$ cat config.mk
export PLATFORM = sky130hd
export DESIGN_NAME = blink_stretcher
export DESIGN_NICKNAME = d
export VERILOG_FILES = /design/src/rtl/blink_stretcher.sv
export SDC_FILE = /design/constraint.sdc
export NUM_CORES = 1
export LEC_CHECK = 0
export BUFFER_PORTS_ARGS = -buffer_cell sky130_fd_sc_hd__buf_2
export CELL_PAD_IN_SITES_DETAIL_PLACEMENT = 1
export CELL_PAD_IN_SITES_GLOBAL_PLACEMENT = 1
export CORE_ASPECT_RATIO = 0.75
export CORE_MARGIN = 3
export CORE_UTILIZATION = 40
export CTS_CLUSTER_DIAMETER = 200
export DETAILED_ROUTE_END_ITERATION = 12
export PLACE_DENSITY = 0.79
export SLEW_MARGIN = 20
export SYNTH_ARGS = -nofsm -noshare
export SYNTH_HDL_FRONTEND = slang
export SYNTH_SLANG_ARGS = --single-unit
$ cat constraint.sdc
create_clock -name clk -period 3.61 [get_ports clk]
set_clock_uncertainty 0.15 [all_clocks]
set_input_delay 0.361 -clock clk [delete_from_list [all_inputs] [get_ports clk]]
set_output_delay 0.361 -clock clk [all_outputs]
set_load 0.03 [all_outputs]
$ cat src/rtl/blink_stretcher.sv
// Stretches single-cycle event ticks into visible LED blinks with fixed on/off times.
// Ticks that arrive during a blink are queued in a saturating counter and replayed back-to-back.
module blink_stretcher #(
  parameter int ON_CYCLES  = 12_500_000,
  parameter int OFF_CYCLES = 12_500_000,
  parameter int PEND_BITS  = 4
) (
  input  logic                 clk,
  input  logic                 rst,
  input  logic                 tick,
  input  logic                 clr_ovf,
  output logic                 led,
  output logic                 busy,
  output logic                 done_tick,
  output logic [PEND_BITS-1:0] pending,
  output logic                 overflow
);

  localparam int MAX_CYC = (ON_CYCLES > OFF_CYCLES) ? ON_CYCLES : OFF_CYCLES;
  localparam int TW      = $clog2(MAX_CYC + 1);
  localparam logic [TW-1:0] ON_LOAD  = TW'(ON_CYCLES - 1);
  localparam logic [TW-1:0] OFF_LOAD = TW'(OFF_CYCLES - 1);

  typedef enum logic [1:0] {
    S_IDLE = 2'd0,
    S_ON   = 2'd1,
    S_GAP  = 2'd2
  } state_t;

  state_t               r_state;
  logic [TW-1:0]        r_timer;
  logic [PEND_BITS-1:0] r_pend;
  logic                 r_led;
  logic                 r_busy;
  logic                 r_done;
  logic                 r_ovf;

  logic w_tmr_zero;
  logic w_pend_full;
  logic w_pend_empty;
  logic w_last_gap;
  logic w_queue;
  logic w_drop;
  logic w_start_next;
  logic w_pend_dec;

  // A tick in the final gap cycle is consumed directly, so it never touches the queue.
  always_comb begin
    w_tmr_zero   = (r_timer == '0);
    w_pend_full  = (r_pend == '1);
    w_pend_empty = (r_pend == '0);
    w_last_gap   = (r_state == S_GAP) && w_tmr_zero;
    w_queue      = tick && ((r_state == S_ON) || ((r_state == S_GAP) && !w_tmr_zero));
    w_drop       = w_queue && w_pend_full;
    w_start_next = w_last_gap && (tick || !w_pend_empty);
    w_pend_dec   = w_last_gap && !tick && !w_pend_empty;
  end

  always_ff @(posedge clk) begin
    if (rst) begin
      r_state <= S_IDLE;
      r_timer <= '0;
      r_pend  <= '0;
      r_led   <= 1'b0;
      r_busy  <= 1'b0;
      r_done  <= 1'b0;
      r_ovf   <= 1'b0;
    end else begin
      r_done <= 1'b0;

      // A new drop outranks a clear arriving in the same cycle.
      if (w_drop)
        r_ovf <= 1'b1;
      else if (clr_ovf)
        r_ovf <= 1'b0;

      if (w_queue && !w_pend_full)
        r_pend <= r_pend + PEND_BITS'(1);
      else if (w_pend_dec)
        r_pend <= r_pend - PEND_BITS'(1);

      case (r_state)
        S_IDLE: begin
          r_led  <= 1'b0;
          r_busy <= 1'b0;
          if (tick) begin
            r_state <= S_ON;
            r_timer <= ON_LOAD;
            r_led   <= 1'b1;
            r_busy  <= 1'b1;
          end
        end
        S_ON: begin
          if (w_tmr_zero) begin
            r_state <= S_GAP;
            r_timer <= OFF_LOAD;
            r_led   <= 1'b0;
            r_done  <= 1'b1;
          end else begin
            r_timer <= r_timer - TW'(1);
          end
        end
        S_GAP: begin
          if (w_tmr_zero) begin
            if (w_start_next) begin
              r_state <= S_ON;
              r_timer <= ON_LOAD;
              r_led   <= 1'b1;
            end else begin
              r_state <= S_IDLE;
              r_busy  <= 1'b0;
            end
          end else begin
            r_timer <= r_timer - TW'(1);
          end
        end
        default: begin
          r_state <= S_IDLE;
          r_timer <= '0;
          r_led   <= 1'b0;
          r_busy  <= 1'b0;
        end
      endcase
    end
  end

  assign led       = r_led;
  assign busy      = r_busy;
  assign done_tick = r_done;
  assign pending   = r_pend;
  assign overflow  = r_ovf;

endmodule

======== After elaboration in Yosys (flattened, before gate mapping) ========
Index checks and enable logic that the tools add are counted.
cells by class
  reductions and logical operators ........ 24
  multiplexer cells ....................... 23
  eq/ne operators ......................... 9
  add/sub/neg operators ................... 3
  bitwise gates (word level) .............. 1
operators with widths
  operator                                            count
  2-to-1 mux 24 bit                                   4
  one-hot mux 24 bit (3 select lines)                 1
  zero test 24 bit                                    1
  subtractor 24 x 1 -> 24 bit, second input constant  1
  2-to-1 mux 1 bit                                    10
  != test 2 bit, second input constant                5
  AND reduction 3 bit                                 3
  logical AND 1 bit                                   8
  2-to-1 mux 4 bit                                    2
  2-to-1 mux 2 bit                                    3
  one-hot mux 1 bit (3 select lines)                  2
  one-hot mux 2 bit (3 select lines)                  1
  adder 4 x 1 -> 4 bit, second input constant         1
  == test 4 bit, second input constant                1
  zero test 1 bit                                     4
  zero test 4 bit                                     1
  nonzero test 2 bit                                  2
  subtractor 4 x 1 -> 4 bit, second input constant    1
  != test 3 bit, second input constant                1
  == test 2 x 1 -> 1 bit, second input constant       1
  == test 2 bit, second input constant                1
  zero test 2 bit                                     1
  logical OR 1 bit                                    2
  AND reduction 2 bit                                 1
  other kinds (2)                                     2
word-level totals
  logic and storage cells ................. 67
  register bits after elaboration ......... 34
  input bits .............................. 4
  output and inout port bits .............. 8

======== Depth between registers and ports, before layout ========
Gate-level depths: netlist of the first run.
  depth after elaboration ................. 7
  gate-level depth with buffers ........... 11
  mapped depth without buffers ............ 11

======== Worst setup path before layout of the first run ========
No wires, ideal clock.
  path kind ............................... reg-to-reg
  start ................................... register r_timer[4]
  end ..................................... register r_pend[3], in the netlist pending[3]
  arrival time ............................ 2.987 ns
  path slack .............................. 0.353 ns
  clock period less this slack ............ 3.257 ns
  library setup time ...................... 0.121 ns
  cell stages (with the launch flop) ...... 10
  buffers on the path ..................... 0
  required time ........................... 3.339 ns
  path through ............................ dfxtp_1 > or4_4 > nor4_1 > a211oi_1 > inv_1 > ha_1 > a21o_1 > a21oi_1 > mux2i_1 > mux2_2
on the way
  word-level cells in the longest chain between the ends .. 7
  elaborated cells on any way between the ends .. 11
  those cells by class .................... mux (1); reduce/logical (10)
RTL lines
  element                                                        RTL line  RTL
  from (decl)                                                    31        logic [TW-1:0] r_timer;
  from (signal assigned)                                         100       r_timer <= r_timer - TW'(1);
  from (signal assigned)                                         114       r_timer <= r_timer - TW'(1);
  zero test 24 bit (*)                                           49        w_tmr_zero = (r_timer == '0);
  zero test 1 bit                                                53        w_queue = tick && ((r_state == S_ON) || ((r_state == S_GAP) && !w_tmr_zero));
  logical AND 1 bit                                              53
  logical OR 1 bit                                               53
  logical AND 1 bit                                              53
  logical AND 1 bit                                              77        if (w_queue && !w_pend_full)
  2-to-1 mux 4 bit / nonzero test 2 bit (equally long branches)  -
  to (signal assigned)                                           78        r_pend <= r_pend + PEND_BITS'(1);
  to (signal assigned)                                           80        r_pend <= r_pend - PEND_BITS'(1);
  to (decl)                                                      32        logic [PEND_BITS-1:0] r_pend;
Every way passes the cells marked *; elsewhere a longest branch is shown, timed or not.
A chain may end at the register's enable or synchronous reset.

======== Final worst setup path of the first run ========
  start ................................... register r_timer[0]
  end ..................................... register r_pend[3], in the netlist pending[3]
The elaborated chain is that of the path after synthesis.

==> results of run 1 <==
state kept, by name, indices dropped and copies added (netlist names):
name	count
pending	4
done_tick	1
led	1
busy	1
r_timer	24
r_state	2
overflow	1
cell usage in the layout, fill, tap and decap left out, types with 3 or more instances in the layout:
| cell type | synthesis | final |
|---|---|---|
| a31oi_1 | 6 | 6 |
| nor3_1 | 15 | 15 |
| o311ai_0 | 3 | 3 |
| o21ai_0 | 14 | 14 |
| nand4_1 | 5 | 5 |
| a32o_1 | 4 | 4 |
| buf_4 | 1 | 9 |
| o31ai_1 | 8 | 8 |
| nor3b_1 | 4 | 4 |
| clkbuf_8 | 0 | 6 |
| a311oi_1 | 4 | 4 |
| or4_1 | 9 | 9 |
| o22a_1 | 3 | 3 |
| a21oi_1 | 18 | 17 |
| mux2i_1 | 3 | 3 |
| nand3_1 | 12 | 12 |
| dfxtp_1 | 34 | 34 |
| inv_1 | 11 | 11 |
| or3_1 | 6 | 6 |
| ha_1 | 8 | 8 |
| nor2b_1 | 6 | 6 |
| nor2_1 | 19 | 19 |
| a211oi_1 | 6 | 5 |
| or2_2 | 3 | 3 |
| nand2b_1 | 3 | 3 |
| o41ai_1 | 3 | 3 |
| nand2_1 | 12 | 12 |
| nor4_1 | 9 | 8 |
| buf_2 | 0 | 11 |
power by group:
part	leakage, uW	switching (uW)	internal (uW)
registers	0.000280	114	463
logic	0.000584	577	334
clock network	0.0000482	154	154
tightest hold or removal path, stage by stage:
cell	delay (ps)
buf_2	70
nor2b_1	40
a21oi_1	120
nor2_1	50
per-stage QoR:
stage	total power [uW]	hold WS [ps]	setup WS, ps	instances
after floorplan	1210	303	353	279
after global placement	1430	317	304	355
after detailed placement	1460	326	188	355
after CTS	1770	235	193	363
after global routing	1930	248	42.1	363
final	1800	232	267	363
final cells by class:
class | instances | area [sq um] | share of cell area (%)
Clock inverter | 1 | 5.00 | 0.200
Sequential cell | 34 | 681 | 27.3
Clock buffer | 7 | 86.3 | 3.46
Tap cell | 75 | 93.8 | 3.76
Multi-Input combinational cell | 215 | 1470 | 58.8
Timing Repair Buffer | 20 | 123 | 4.91
Inverter | 11 | 41.3 | 1.65
path summary, 6_finish.rpt:
| check | start | end | slack [ps] | cells after the start |
|---|---|---|---|---|
| worst min-delay path | clr_ovf | overflow | 230 | 4 |
| worst min register to register | r_timer[7] | r_timer[7] | 340 | 2 |
| worst max-delay path | r_timer[0] | pending[3] | 270 | 11 |
| worst max register to register | r_timer[0] | pending[3] | 270 | 11 |
routing by layer:
| layer | wire length, microns | up-vias | global-route usage [%] |
|---|---|---|---|
| met5 | 0 | - | 0 |
| met4 | 111 | 0 | 6.50 |
| met3 | 578 | 14 | 4.51 |
| met2 | 3200 | 68 | 34.9 |
| met1 | 3540 | 1150 | 36.8 |
| li1 | - | 1108 | - |
logic make-up after synthesis:
family	count (synthesis)	synth area share (%)
XOR/XNOR	1	0.386
AO/OA/AOI/OAI	85	26.7
buffers and inverters	30	6.11
adder cells (fa/ha/maj)	9	5.29
flip-flops	34	30.0
AND/OR/NAND/NOR	116	29.7
multiplexers	4	1.82
==> summary.txt, run 1 <==
Yosys
  • Sequential area share after synthesis: 30.0%
  • Mapped Nets: 292
  • Post-synth EDFFs: 0
  • Most common cell in the netlist: dfxtp_1
  • FFs w/ async S/R, synth: 0%
  • Post-synth top flop: dfxtp_1
  • Avg Synthesized Cell Area: 8.14 sq um
  • Synth warn: 0
  • Ranking of synthesized cells by area: dfxtp_1 (30%), ha_1 (4.4%), a21oi_1 (4.0%)
  • Cell taking the most area after synthesis: dfxtp_1
  • Most instantiated cells after synthesis: dfxtp_1 (34), nor2_1 (19), a21oi_1 (18), nor3_1 (15)
  • Yosys top cell area share: 30.0%
  • Syn Std Cell Area: 2270 sq um
  • Synth Instances: 279
  • Synth cell types: 54
  • Yosys reg bits: 34

Global routing
  • Largest net degree at the start of global routing: 22
  • Vias in the first global route: 2366
  • Tot GR Track Use: 24.2%
  • First-pass GRT wire length: 12700 microns
  • Grt total ovfl: 0
  • Initial antenna violation count: 0

Die
  • Core area: 5410 sq um
  • Std cell rows: 23
  • Die Y: 71.3 microns
  • Die Width: 93.0 microns
  • I/O Pins: 12
  • Die ar.: 6630 sq um
  • Initial core utilization: 42.0%

Cells and area
  • Nets: 300
  • Synthesis-to-layout area growth: 9.91%
  • Share of layout cells above drive strength 1: 14.9%
  • Fill cells: 704
  • Post-route cell area: 2500 sq um
  • Util after Layout: 46.2%
  • Antenna diode count: 0

Place
  • Area after DPL: 2390 sq um
  • Dpl hpwl: 5330 microns
  • Final GP Congestion: 0.887
  • IO buf count: 11

Setup path
  • WP data arrival: 3390 ps
  • CP Buf/Inv Count: 2
  • Slowest CP cell: or4b_2
  • Worst setup SP type: register
  • Crit end category: register
  • Critical path required time: 3660 ps
  • Max stage delay on crit path: 660 ps
  • CP cell instances: inv_1 > ha_1 > or4b_2 > nor4_2 > a211oi_2 > inv_1 > ha_1 > a21o_1 > a21oi_1 > mux2i_1 > mux2_2
  • Critical-path maximum fanout: 7
  • Crit Path Category: register to register
  • Cell family with most CP delay: simple AND/OR/NAND/NOR gates

Routing
  • Post-DR wirelength/cell: 20.5 microns
  • Routed vias/inst: 6.45
  • Residual DRC: 0
  • Pre-antenna DRT Iters: 4
  • Final wirelength: 7430 microns
  • Initial DRC Count: 207
  • Final ANT Viol Nets: 0
  • Vias: 2340

Timing
  • Tmin final: 3340 ps
  • Max Freq: 299 MHz
  • Sum Neg Setup Slack: 0 ps
  • Actual slew at the worst max-slew pin: 789 ps
  • Final setup viols: 0
  • Final Max Tran Viols: 0
  • Unrepaired setup endpoints after global routing: false
  • Tcrit/Tclk final: 92.6%
  • Hold Fails Final Rpt: 0
  • Slew Limit Headroom: 47.0%

Power and ir drop
  • P_leak: 0.000912 uW
  • VDD IR max: 0.324 mV
  • PwrDens: 720 nW/um^2

Run status
  • Outcome: complete, no violations

Clock tree
  • Hold Buf Count CTS: 0
  • TritonCTS Buffers: 5
  • CTS resizes: 0
  • CTS tree: done
  • H-tree levels: 2
  • Worst-case clock buffer depth: 2
  • Post-CTS setup buffers: 0
  • Clk sink count: 34
  • Worst-Skew Late Latency: 300 ps
  • Worst-path clk slew: 80 ps
  • Root Buffer: clkbuf_8

Flow run
  • Max_cap viols: 0

Hold path
  • Hold Crit Class: primary input to register
Power figures use the tool's default switching activity.
==> run 2: changes to the inputs <==
--- a/config.mk
+++ b/config.mk
@@ -13,6 +13,7 @@
 export CORE_UTILIZATION = 40
 export CTS_CLUSTER_DIAMETER = 200
 export DETAILED_ROUTE_END_ITERATION = 12
+export GPL_ROUTABILITY_DRIVEN = 0
 export PLACE_DENSITY = 0.79
 export SLEW_MARGIN = 20
 export SYNTH_ARGS = -nofsm -noshare
==> constraint.sdc (replaced) <==
create_clock -name clk -period 3.61 [get_ports clk]
set_clock_uncertainty 0.15 [all_clocks]
set_input_delay 0.5415 -clock clk [delete_from_list [all_inputs] [get_ports clk]]
set_output_delay 0.5415 -clock clk [all_outputs]
set_load 0.03 [all_outputs]
==> summary.txt, run 2 (synthesis results as in run 1) <==
Run status
  • Outcome: complete, no violations

Cells and area
  • Most frequent cells in the layout: dfxtp_1 (34), nor2_1 (19), a21oi_1 (17), nor3_1 (15), o21ai_0 (14)
  • Synthesis-to-layout area growth: 10.5%
  • Share of layout cells above drive strength 1: 14.9%
  • Antenna diode count: 0
  • Max FFs per register: 24
  • Fill cells: 712
  • Top reg by flops: r_timer
  • Util after Layout: 46.4%
  • Most common cell after layout, fill and taps aside: dfxtp_1
  • Nets: 300

Timing
  • Min Hold Slack: 342 ps
  • Tcrit/Tclk final: 94.1%
  • Final Max Tran Viols: 0
  • Final setup viols: 0
  • Tmin final: 3400 ps
  • Slew Limit Headroom: 47.5%
  • Sum Neg Setup Slack: 0 ps
  • Actual slew at the worst max-slew pin: 781 ps
  • Max Freq: 294 MHz
  • Hold Fails Final Rpt: 0

Clock tree
  • Clk sink count: 34
  • Worst-Skew Late Latency: 300 ps
  • Root Buffer: clkbuf_8
  • Hold Buf Count CTS: 0
  • Worst-case clock buffer depth: 2
  • CTS tree: done
  • TritonCTS Buffers: 5
  • Worst-path clk slew: 80 ps
  • H-tree levels: 2

Place
  • IO buf count: 11
  • Dpl hpwl: 5340 microns

Hold path
  • Hold Crit Class: register to register
  • Min-delay src: r_timer[7]

Global routing
  • Tot GR Track Use: 23.3%
  • Vias in the first global route: 2381
  • Largest net degree at the start of global routing: 22
  • Initial antenna violation count: 0
  • Grt total ovfl: 0
  • First-pass GRT wire length: 12300 microns

Die
  • Initial core utilization: 42.0%
  • I/O Pins: 12
  • Die ar.: 6630 sq um
  • Die Width: 93.0 microns
  • Std cell rows: 23
  • Core area: 5410 sq um
  • Die Y: 71.3 microns

Routing
  • Routed vias/inst: 6.50
  • Final ANT Viol Nets: 0
  • Vias: 2358
  • Initial DRC Count: 234
  • Residual DRC: 0
  • Pre-antenna DRT Iters: 4
  • Post-DR wirelength/cell: 20.3 microns
  • Final wirelength: 7360 microns

Setup path
  • Critical path required time: 3650 ps
  • Reg2reg start: r_timer[0]
  • Crit Path Category: register to register
  • Worst setup SP type: register
  • WP data arrival: 3440 ps
  • Crit path launch: r_timer[0]
  • Critical-path maximum fanout: 7
  • Crit end category: register

Power and ir drop
  • PwrDens: 734 nW/um^2
  • VDD IR max: 0.277 mV
  • P_leak: 0.000920 uW

Flow run
  • Max_cap viols: 0
[run 2: layout make-up]
cell class,count,area (sq um),area share (%)
multi-input combinational,215,1460,58.3
sequential,34,681,27.1
timing repair buffer,20,123,4.89
inverter,11,41.3,1.65
clock buffer,5,68.8,2.74
clock inverter,3,40.0,1.60
tap,75,93.8,3.74
[run 2: final timing paths]
kind / end / slack [ps] / depth (start not counted)
setup / recovery: pending[3] / 210 / 11
hold / removal: r_timer[7] / 340 / 2
setup reg to reg: pending[3] / 210 / 11
hold reg to reg: r_timer[7] / 340 / 2
[run 2: through the flow]
step | instances | power, uW | area (sq um) | setup slack [ps]
finish | 363 | 1840 | 2510 | 214
global placement | 355 | 1430 | 2390 | 286
global route | 363 | 1970 | 2510 | -31.6
detailed placement | 355 | 1460 | 2390 | 178
CTS | 363 | 1820 | 2500 | 167
floorplan | 279 | 1210 | 2270 | 353
[run 2: power by group]
group / total (uW) / leakage, uW / switching (uW) / internal (uW)
Combinational: 904 / 0.000582 / 571 / 333
Clock: 362 / 0.0000579 / 158 / 203
Sequential: 576 / 0.000280 / 113 / 463
[run 2: per-layer routing]
| layer | routed length [microns] | part of all wire, % | track usage, % | vias up |
|---|---|---|---|---|
| li1 | - | - | - | 1106 |
| met4 | 55 | 0.75 | 4.88 | 0 |
| met3 | 643 | 8.7 | 7.14 | 7 |
| met5 | 0 | 0 | 0 | - |
| met2 | 3230 | 44 | 33.6 | 76 |
| met1 | 3430 | 47 | 34.4 | 1169 |
[run 2: timing repair]
item	4_1_cts	5_1_grt
buffers inserted	0	0
endpoints found under the setup margin	0	1
gates resized for setup	0	1
[run 2: worst max-delay path, cell delays in order (launching register included)]
cell,delay (ps)
dfxtp_1,400
inv_1,90
ha_1,210
or4b_2,250
nor4_2,60
a211oi_1,670
inv_1,220
ha_1,340
a21o_1,170
a21oi_1,170
mux2i_1,220
mux2_2,350
==> run 3: changes to the inputs <==
==> constraint.sdc (replaced) <==
create_clock -name clk -period 4.1 [get_ports clk]
set_clock_uncertainty 0.15 [all_clocks]
set_input_delay 0.615 -clock clk [delete_from_list [all_inputs] [get_ports clk]]
set_output_delay 0.615 -clock clk [all_outputs]
set_load 0.03 [all_outputs]
==> summary.txt, run 3 (synthesis results as in run 1) <==
Power and ir drop
  • PwrDens: 649 nW/um^2
  • P_leak: 0.000904 uW
  • VDD IR max: 0.359 mV

Setup path
  • Crit end category: register
  • WP data arrival: 3500 ps
  • Critical-path maximum fanout: 7
  • Worst setup SP type: register
  • Reg2reg setup slack: 640 ps
  • Crit Path Category: register to register
  • Critical path required time: 4140 ps

Routing
  • Top Metal Used: met4
  • Vias: 2399
  • Post-DR wirelength/cell: 20.3 microns
  • Final ANT Viol Nets: 0
  • Residual DRC: 0
  • Routed vias/inst: 6.66
  • Pre-antenna DRT Iters: 5
  • Metal3 WL: 620 microns
  • Initial DRC Count: 217
  • Met2 WL post-DR: 3090 microns
  • WL met1: 3490 microns
  • Final wirelength: 7310 microns

Timing
  • Max Freq: 289 MHz
  • Tcrit/Tclk final: 84.3%
  • Final Max Tran Viols: 0
  • Hold Fails Final Rpt: 0
  • Final setup viols: 0
  • Actual slew at the worst max-slew pin: 849 ps
  • Unrepaired setup endpoints after global routing: false
  • Sum Neg Setup Slack: 0 ps
  • Slew Limit Headroom: 43.1%
  • Tmin final: 3460 ps
  • Final worst setup slack: 643 ps

Place
  • IO buf count: 11
  • Post-Place Cells: 352
  • Dpl hpwl: 5190 microns
  • Pre-CTS setup slack: 630 ps

Cells and area
  • Most common cell after layout, fill and taps aside: dfxtp_1
  • Fin cells: 360
  • Antenna diode count: 0
  • Fill cells: 695
  • Nets: 297
  • Synthesis-to-layout area growth: 9.20%
  • Top reg by flops: r_timer
  • Max FFs per register: 24
  • Share of layout cells above drive strength 1: 13.7%
  • Most frequent cells in the layout: dfxtp_1 (34), nor2_1 (19), a21oi_1 (17), nor3_1 (15), o21ai_0 (14)

Global routing
  • Initial antenna violation count: 0
  • Largest net degree at the start of global routing: 19
  • First-pass GRT wire length: 12000 microns
  • Vias in the first global route: 2327
  • Tot GR Track Use: 22.8%
  • Grt total ovfl: 0

Die
  • Die Width: 93.0 microns
  • Std cell rows: 23
  • Die Y: 71.3 microns
  • Initial core utilization: 42.0%
  • I/O Pins: 12
  • Die ar.: 6630 sq um
  • Core area: 5410 sq um

Clock tree
  • CTS tree: done
  • CTS resizes: 0
  • Post-CTS setup buffers: 0
  • Root Buffer: clkbuf_8
  • Worst-Skew Late Latency: 310 ps
  • Worst-case clock buffer depth: 2
  • TritonCTS Buffers: 5
  • Hold Buf Count CTS: 0
  • H-tree levels: 2
  • Clk sink count: 34
  • Worst-path clk slew: 70 ps

Flow run
  • Max_cap viols: 0

Run status
  • Outcome: complete, no violations

Hold path
  • Hold Crit Class: register to register
## run 3: changes by cell type in the layout (fill, tap and decap cells not counted)
cell    previous run  this run
nor4_2             1         0
buf_4              9         6
nor4_1             8         9
## run 3: worst paths after layout
| check | depth (start not counted) | start | end |
|---|---|---|---|
| max | 11 | r_timer[0] | pending[3] |
| min | 2 | r_timer[8] | r_timer[8] |
| max reg2reg | 11 | r_timer[0] | pending[3] |
| min reg2reg | 2 | r_timer[8] | r_timer[8] |
## run 3: layer usage
metal	up-vias	global-route usage [%]
li1	1098	-
met1	1189	34.5
met2	99	33.1
met3	13	3.78
met4	0	7.32
met5	-	0
## run 3: metrics by stage
step / hold slack (ps) / instance area [sq um] / utilization, % / total power (uW)
final: 351 / 2480 / 45.9 / 1610
after global routing: 380 / 2480 / 45.9 / 1710
after CTS: 353 / 2480 / 45.8 / 1590
after detailed placement: 342 / 2370 / 43.8 / 1270
after global placement: 318 / 2370 / 43.8 / 1240
after floorplan: 303 / 2270 / - / 1060
## run 3: worst max-delay path, cell delays in order (launching register included)
cell	delay, ps
dfxtp_1	350
inv_1	90
ha_1	160
or4b_2	650
nor4_1	360
a211oi_1	250
inv_1	170
ha_1	250
a21o_1	180
a21oi_1	170
mux2i_1	230
mux2_2	350
## run 3: layout make-up
type	count	area [sq um]	area share [%]
tap	75	93.8	3.78
timing repair buffer	17	100	4.03
multi-input combinational	215	1460	58.7
clock buffer	5	68.8	2.77
sequential	34	681	27.4
clock inverter	3	40.0	1.61
inverter	11	41.3	1.66
## run 3: where the power goes
part	internal (uW)	leakage [uW]	switching [uW]
sequential	408	0.000280	99.8
combinational	283	0.000566	500
clock	179	0.0000579	141
